`src/rtl/stopwatch_pkg.sv`:
```
// Shared types and constants for the MM:SS stopwatch core.
// Digits are held as 4-bit BCD values.
package stopwatch_pkg;

  localparam int DIGIT_W = 4;
  localparam int SEC_MAX = 59;

  typedef logic [DIGIT_W-1:0] bcd_t;

  typedef struct packed {
    bcd_t min1;
    bcd_t min0;
    bcd_t sec1;
    bcd_t sec0;
  } time_t;

  function automatic logic bcd_is_zero(bcd_t d);
    return d == '0;
  endfunction

endpackage

```
`src/rtl/stopwatch_core_counter.sv`:
```
// Two-digit BCD field counter, wrapping 00..MAX in both directions.
// bcd_field_counter: used for both the seconds and the minutes field.
module bcd_field_counter
  import stopwatch_pkg::*;
#(
  parameter int MAX = 59
) (
  input  logic clk,
  input  logic reset,
  input  logic inc,
  input  logic dec,
  output bcd_t tens,
  output bcd_t units,
  output logic at_max,
  output logic at_zero
);

  localparam bcd_t MT = bcd_t'(MAX / 10);
  localparam bcd_t MU = bcd_t'(MAX % 10);

  assign at_max  = (tens == MT) && (units == MU);
  assign at_zero = bcd_is_zero(tens) && bcd_is_zero(units);

  always_ff @(posedge clk) begin
    if (reset) begin
      tens  <= '0;
      units <= '0;
    end else if (inc) begin
      if (at_max) begin
        tens  <= '0;
        units <= '0;
      end else if (units == 4'd9) begin
        tens  <= tens + 4'd1;
        units <= '0;
      end else begin
        units <= units + 4'd1;
      end
    end else if (dec) begin
      if (at_zero) begin
        tens  <= MT;
        units <= MU;
      end else if (bcd_is_zero(units)) begin
        tens  <= tens - 4'd1;
        units <= 4'd9;
      end else begin
        units <= units - 4'd1;
      end
    end
  end

endmodule

```
`src/rtl/stopwatch_core.sv`:
```
// MM:SS BCD stopwatch with up/down count, adjust, pause and wrap/expiry.
// Optional lap hold display is enabled with `define LAP_EN.
module stopwatch_core
  import stopwatch_pkg::*;
#(
  parameter int MIN_MAX = 59,
  parameter int DIGIT_W = 4
) (
  input  logic               clk,
  input  logic               reset,
  input  logic               tick_en,
  input  logic               adj_tick,
  input  logic               pause,
  input  logic               adjust,
  input  logic               select,
  input  logic               dir,
  output logic [DIGIT_W-1:0] min1,
  output logic [DIGIT_W-1:0] min0,
  output logic [DIGIT_W-1:0] sec1,
  output logic [DIGIT_W-1:0] sec0,
  output logic               paused,
  output logic               wrap,
  output logic               expired
`ifdef LAP_EN
  ,
  input  logic               lap
`endif
);

  logic  pause_q;
  logic  s_max, s_zero, m_max, m_zero;
  logic  run, up, down, adj_s, adj_m;
  logic  wrap_d, exp_d, rise;
  time_t live, shown;

  assign rise  = pause & ~pause_q;
  assign run   = ~adjust & ~paused & tick_en;
  assign up    = run & ~dir;
  // a running down-count parked at 00:00 simply holds
  assign down  = run & dir & ~(s_zero & m_zero);
  assign adj_s = adjust & adj_tick & select;
  assign adj_m = adjust & adj_tick & ~select;

  assign wrap_d = up & s_max & m_max;
  assign exp_d  = down & m_zero & bcd_is_zero(live.sec1)
                & (live.sec0 == 4'd1);

  bcd_field_counter #(.MAX(SEC_MAX)) u_sec (
    .clk     (clk),
    .reset   (reset),
    .inc     (up | adj_s),
    .dec     (down),
    .tens    (live.sec1),
    .units   (live.sec0),
    .at_max  (s_max),
    .at_zero (s_zero)
  );

  bcd_field_counter #(.MAX(MIN_MAX)) u_min (
    .clk     (clk),
    .reset   (reset),
    .inc     ((up & s_max) | adj_m),
    .dec     (down & s_zero),
    .tens    (live.min1),
    .units   (live.min0),
    .at_max  (m_max),
    .at_zero (m_zero)
  );

  always_ff @(posedge clk) begin
    if (reset) begin
      pause_q <= 1'b0;
      paused  <= 1'b0;
      wrap    <= 1'b0;
      expired <= 1'b0;
    end else begin
      pause_q <= pause;
      paused  <= rise ? ~paused : (paused | exp_d);
      wrap    <= wrap_d;
      expired <= exp_d;
    end
  end

`ifdef LAP_EN
  logic  lap_q;
  time_t cap;

  always_ff @(posedge clk) begin
    if (reset) begin
      lap_q <= 1'b0;
      cap   <= '0;
    end else begin
      lap_q <= lap;
      if (lap & ~lap_q) cap <= live;
    end
  end

  assign shown = lap_q ? cap : live;
`else
  assign shown = live;
`endif

  assign min1 = shown.min1;
  assign min0 = shown.min0;
  assign sec1 = shown.sec1;
  assign sec0 = shown.sec0;

endmodule

```
`config.mk`:
```
export PLATFORM = sky130hd
export DESIGN_NAME = stopwatch_core
export DESIGN_NICKNAME = d
export VERILOG_FILES = /design/src/rtl/stopwatch_pkg.sv /design/src/rtl/stopwatch_core_counter.sv /design/src/rtl/stopwatch_core.sv
export SDC_FILE = /design/constraint.sdc
export NUM_CORES = 1
export LEC_CHECK = 0
export BUFFER_PORTS_ARGS = -buffer_cell sky130_fd_sc_hd__clkbuf_2
export CAP_MARGIN = 20
export CORE_ASPECT_RATIO = 1.2
export CORE_UTILIZATION = 42
export DETAILED_ROUTE_END_ITERATION = 8
export GPL_ROUTABILITY_DRIVEN = 1
export GPL_TIMING_DRIVEN = 0
export SLEW_MARGIN = 20
export SYNTH_ARGS = -nofsm -noshare
export SYNTH_HDL_FRONTEND = slang
export SYNTH_SLANG_ARGS = --single-unit
```
`constraint.sdc`:
```
create_clock -name clk -period 3.28 [get_ports clk]
set_input_delay 0.328 -clock clk [delete_from_list [all_inputs] [get_ports clk]]
set_output_delay 0.328 -clock clk [all_outputs]
set_load 0.1 [all_outputs]
```
==> results of run 1 <==
[worst min path at each step]
stage	startpoint	to	cells past startpoint
after CTS	pause	pause_q	2
after floorplan	pause	pause_q	1
after global placement	pause_q	paused	3
final	pause	pause_q	2
after detailed placement	u_sec.units[0]	u_sec.units[0]	1
after global routing	pause	pause_q	2
[critical path: cells and delay by family, from the launching register on]
family	cells	cell delay, ns
buffers and inverters	1	0.13
AO/OA/AOI/OAI	3	0.72
AND/OR/NAND/NOR	2	0.87
adder cells (fa/ha/maj)	1	0.22
flip-flops	1	0.37
[registers in the layout, summed over array words and instances (netlist names)]
signal       count
pause_q          1
u_min.units      4
wrap             1
u_sec.tens       4
u_min.tens       4
u_sec.units      4
paused           1
expired          1
[cell type report]
cell class              count  area [sq um]
plain buffers               9         50.05
multi-input cells         154          1064
inverters                   9         33.78
flip-flops and latches     20         400.4
repair buffers             26         130.1
fillers                   339          1629
clock buffers               3         41.29
clock inverters             1         30.03
well taps                  37         46.29
[cells by family after synthesis]
kind of cell               count (synthesis)
muxes                                      3
buffers and inverters                     18
AOI/OAI and AO/OA                         55
and+or+nand+nor                           81
adders and majority gates                 12
DFF                                       20
xor gates and xnor gates                   3
[power groups by stage]
stage          Combinational, W  Clock, W  Sequential (W)
2_1_floorplan          0.000128         0        0.000347
6_report               0.000252  0.000255        0.000271
3_3_place_gp           0.000246         0        0.000276
3_5_place_dp           0.000250         0        0.000277
5_1_grt                0.000272  0.000267        0.000273
4_1_cts                0.000251  0.000257        0.000271
[cell usage after synthesis, types with 3 or more instances]
master / count
a211oi_1: 5
a21oi_1: 15
nand4_1: 5
nor4_1: 4
a31oi_1: 4
dfxtp_1: 20
inv_1: 9
nand3_1: 11
o21ai_0: 7
nor3_1: 7
clkbuf_1: 3
nand3b_1: 4
and3_1: 3
o31ai_1: 3
ha_1: 12
nor2_1: 15
nand2_1: 15
[cells in the final DEF (no fill, tap or decap), drive strengths merged, types with 4 or more instances in the layout]
cell | netlist | layout
nand3 | 11 | 11
a21oi | 16 | 16
nor3 | 7 | 7
clkbuf | 5 | 34
nand4 | 5 | 5
o31ai | 4 | 4
nand2 | 15 | 15
nor4 | 4 | 4
a31oi | 4 | 4
o21ai | 7 | 7
nand3b | 4 | 4
inv | 9 | 9
buf | 4 | 4
nor2 | 15 | 15
a211oi | 5 | 5
ha | 12 | 12
dfxtp | 20 | 20
[metrics by stage]
| stage | total power [W] | util [%] | cells | hold slack (ns) | cell area (sq um) |
|---|---|---|---|---|---|
| floorplan | 0.0004755 | - | 192 | 0.4562 | 1548 |
| global placement | 0.0005219 | 50.35 | 255 | 0.5249 | 1724 |
| detailed placement | 0.0005264 | 50.35 | 255 | 0.5260 | 1724 |
| CTS | 0.0007789 | 52.43 | 259 | 0.2959 | 1795 |
| global route | 0.0008126 | 52.43 | 259 | 0.3070 | 1795 |
| finish | 0.0007781 | 52.43 | 259 | 0.2937 | 1795 |
[routing by layer]
layer / GRT usage [%] / up-vias / share of wire, %
met5: 0 / - / 0
met4: 11.28 / 0 / 2.7
met3: 2.985 / 11 / 3.9
met2: 34.59 / 46 / 48
met1: 25.28 / 739 / 46
li1: - / 785 / -
==> results.ini, run 1 <==
[logic_synthesis]
synth_top_cell_by_area=dfxtp_1
syn_area_per_cell_sq_um=8.061
netlist_instances=192
async_flop_share_pct=0
synth_edf_count=0
synthAdderAreaFrac_pct=9.701
netlist-cell-type-count=57
synth_top_family_by_area=simple AND/OR/NAND/NOR gates
syn_nets=212
synth-main-ff-cell=dfxtp_1
yosysTopAreaCellShare_pct=25.87
yosys.area_share.xor_xnor_pct=1.698
synth_compound_area_share_pct=26.35
ys_ff_latch=20
yosys_warnings=0
muxShareOfSynthArea_pct=2.102
yosys.area_share.simple_pct=28.86
synthTopCellsByArea=dfxtp_1 (26%), ha_1 (9.7%), a21oi_1 (4.9%)
ys_seq_area_share_pct=25.87
syn_area_sq_um=1548

[setup_path]
cp_data_arrival_time_ns=2.58
crit_start=u_min.units[1]
ff2ff_path_depth=7
crit_type=reg -> reg
crit_path_max_incr_delay_ns=0.54
critPathLaunchType=register
slowest_stage=nor3b_1
cp_max_fo=8
rrSetupSlack_ns=0.90
setup.worst_path.end=u_sec.tens[3]
rr_endpoint=u_sec.tens[3]
worstPathCellList=inv_1, ha_1, nor3b_1, nand4_1, a22o_1, a31o_2, a21oi_1
required_ns=3.48
end_kind=register
r2r-start=u_min.units[1]

[placement]
portBuffers=26
place_ws_ns=0.9432
gp_congestion=0.8704
hpwl_mm=3.013

[power_and_ir_drop]
switching_share_pct=37.42
seqPwrFrac_pct=34.8
leakage_nw=0.6966
pwr-share-clk_pct=32.7
powerDensity_nw_per_um2=433.4
ir_worst_vdd_mv=0.1673
p_comb_share_pct=32.4
power.internal_w=0.0004869
switchingPower_w=0.0002912

[timing]
fin_crit_sh_pct=72.49
hold_viol=0
rsz0062_at_grt=false
slew_viol_final=0
tightestPinTransition_ns=0.6084
finalSetupViolCount=0
setup_slack_ns=0.9024
max_freq_mhz=420.6
skew_ns=0.005773
setup_tns_ns=0
finalCriticalPeriod_ns=2.378
relSlewSlack_pct=59.35

[global_routing]
grt_pass1_wl_mm=6.203
grt_max_degree=13
grt_usage_pct=20.52
grt-ovfl-total=0
first_global_vias=1337
antenna_found_initial=0

[clock_network]
numClockSinks=20
cts-resized-gates=0
clk_path_buf_depth=2
cts_hold_buffers=0
cts.clk_slew.worst_paths_ns=0.09
cts_tree=built
post_cts_buffers=0
h-tree-depth=1
cts-root-buf=clkbuf_8
cts_buffers=3
clk_latency_ns=0.26

[floorplanning]
die_w_um=57.42
core-area_sq_um=3425
start_util_pct=45.20
chipHeight_um=68.50
die_area_sq_um=3933
row_count=23
num_io_pins=27

[routing]
routedWlPerCell_um=15.47
num_vias=1581
drt_iter0_drc=76
wl_mm=4.006
ant_nets=0
drt_first_pass_iters=4
viasPerCell=6.104
drc=0

[final_layout]
diodes=0
drive_above_1_share_pct=22.52
nNetsFinal=243
area_growth_pct=16.01

[worst_hold_path]
hold_class=in -> reg

[status]
outcome=complete, no violations

[run]
cap_violations=0

No activity file was read; power rests on OpenSTA's default activity.
==> inputs of run 2 (changes only) <==
Clock period 3.28 ns to 2.3 ns, I/O delays scaled along.
==> results.ini, run 2 (synthesized netlist as in run 1, its figures left out) <==
[routing]
drt_iter0_drc=73  ; was 76
routedWlPerCell_um=15.44  ; was 15.47 um
top_layer_used=met4  ; unchanged
wl_mm=4.029  ; was 4.006 mm
wl_met1_mm=1.737  ; was 1.824 mm
num_vias=1592  ; was 1581
viasPerCell=6.100  ; was 6.104
drc=1  ; was 0
routed-wl-met3_um=162  ; was 156 um
drt_first_pass_iters=6  ; was 4
ant_nets=0  ; unchanged
wl_met2_mm=2.056  ; was 1.916 mm

[setup_path]
required_ns=2.43  ; was 3.48 ns
cp_data_arrival_time_ns=2.27  ; was 2.58 ns
critPathBufInv=1  ; unchanged
crit_type=reg -> reg  ; unchanged
critPathTopFamily=simple AND/OR/NAND/NOR gates  ; unchanged
worstPathCellList=inv_1, ha_1, and4bb_2, nand2_1, nor3_1, nor3_1, a2111oi_0  ; was inv_1, ha_1, nor3b_1, nand4_1, a22o_1, a31o_2, a21oi_1
cp_max_fo=7  ; was 8
crit_path_max_incr_delay_ns=0.41  ; was 0.54 ns
end_kind=register  ; unchanged
slowest_stage=a2111oi_0  ; was nor3b_1
crit_path_frequent_cell=nor3_1
critPathLaunchType=register  ; unchanged

[placement]
portBuffers=26  ; unchanged
gp_congestion=0.8769  ; was 0.8704
hpwl_mm=2.963  ; was 3.013 mm

[timing]
setup_tns_ns=0  ; unchanged
relSlewSlack_pct=59.11  ; was 59.35%
slew_viol_final=0  ; unchanged
finalCriticalPeriod_ns=2.140  ; was 2.378 ns
fin_crit_sh_pct=93.06  ; was 72.49%
skew_ns=0.005777  ; was 0.005773 ns
max_freq_mhz=467.2  ; was 420.6 MHz
finalSetupViolCount=0  ; unchanged
hold_viol=0  ; unchanged
tightestPinTransition_ns=0.6134  ; was 0.6084 ns
rsz0062_at_grt=false  ; unchanged

[floorplanning]
die_w_um=57.42  ; unchanged
chipHeight_um=68.50  ; unchanged
core-area_sq_um=3425  ; unchanged
row_count=23  ; unchanged
die_area_sq_um=3933  ; unchanged
num_io_pins=27  ; unchanged
start_util_pct=45.20  ; unchanged

[run]
cap_violations=0  ; unchanged

[clock_network]
clk_latency_ns=0.26  ; about the same
cts_tree=built  ; unchanged
cts.clk_slew.worst_paths_ns=0.08  ; was 0.09 ns
cts_buffers=3  ; unchanged
numClockSinks=20  ; unchanged
cts-root-buf=clkbuf_8  ; unchanged
cts_hold_buffers=0  ; unchanged
clk_path_buf_depth=2  ; unchanged
h-tree-depth=1  ; unchanged

[final_layout]
nNetsFinal=245  ; was 243
area_growth_pct=18.67  ; was 16.01%
final_common_cell=clkbuf_2  ; unchanged
post-route-util_pct=53.64  ; was 52.43%
diodes=0  ; unchanged
multiInputGateArea_sq_um=1075  ; was 1064 sq um
final_cell_mix=clkbuf_2 (28), nor2_1 (15), nand2_1 (15), a21oi_1 (15)  ; was clkbuf_2 (28), dfxtp_1 (20), nor2_1 (15), nand2_1 (15), a21oi_1 (15)
seq_area_sq_um=415.4  ; was 400.4 sq um
fillers=323  ; was 339
drive_above_1_share_pct=29.02  ; was 22.52%

[global_routing]
grt_pass1_wl_mm=6.375  ; was 6.203 mm
first_global_vias=1411  ; was 1337
grt-ovfl-total=0  ; unchanged
grt_usage_pct=20.83  ; was 20.52%
antenna_found_initial=0  ; unchanged
grt_max_degree=13  ; unchanged

[power_and_ir_drop]
powerDensity_nw_per_um2=605.9  ; was 433.4 nW/um^2
leakage_nw=0.7162  ; was 0.6966 nW
ir_worst_vdd_mv=0.3185  ; was 0.1673 mV

[status]
violations=design-rule violations
outcome=complete, but fails checks  ; was complete, no violations

[worst_hold_path]
hold_class=in -> reg  ; unchanged

run 2: final timing paths:
| path | end | slack [ns] | startpoint | cells after the start |
|---|---|---|---|---|
| hold / removal | pause_q | 0.19 | pause | 2 |
| setup / recovery | u_min.units[0] | 0.16 | u_sec.units[1] | 7 |
| hold reg to reg | u_sec.units[0] | 0.50 | u_sec.units[0] | 1 |
| setup reg to reg | u_min.units[0] | 0.16 | u_sec.units[1] | 7 |
run 2: layout make-up:
| cell class | instances | share of cell area, % |
|---|---|---|
| inverter | 9 | 1.839 |
| buffer | 9 | 2.725 |
| timing repair buffer | 28 | 7.902 |
| clock inverter | 1 | 1.635 |
| clock buffer | 3 | 2.248 |
| tap | 37 | 2.520 |
| sequential | 20 | 22.62 |
| multi-input combinational | 154 | 58.51 |
run 2: stage by stage:
| step | setup slack [ns] | hold WS [ns] | total power, W | area, sq um | cells |
|---|---|---|---|---|---|
| 2_1_floorplan | -0.01830 | 0.3582 | 0.0006808 | 1563 | 192 |
| 3_3_place_gp | 0.001321 | 0.4550 | 0.0007474 | 1739 | 255 |
| 3_5_place_dp | -0.02618 | 0.4635 | 0.0007520 | 1739 | 255 |
| 4_1_cts | 0.1210 | 0.1879 | 0.001116 | 1815 | 259 |
| 5_1_grt | 0.03247 | 0.1959 | 0.001170 | 1837 | 261 |
| 6_report | 0.1597 | 0.1885 | 0.001113 | 1837 | 261 |
run 2: timing repair:
item / 4_1_cts / 5_1_grt
buffers inserted: 0 / 2
gates resized for setup: 1 / 1
pin swaps: 0 / 2
setup endpoints to repair: 4 / 3
endpoints found under the hold margin: 0 / 0
run 2: metal layers:
layer / up-vias / GRT usage, %
met5: - / 0
met4: 0 / 10.06
met3: 7 / 2.985
met2: 45 / 35.17
met1: 755 / 26.13
li1: 785 / -
run 2: report_power, final:
| group | total, W | internal [W] | switching, W |
|---|---|---|---|
| clock network | 0.000359 | 0.000232 | 0.000127 |
| registers | 0.000390 | 0.000364 | 0.0000255 |
| logic | 0.000363 | 0.000104 | 0.000260 |
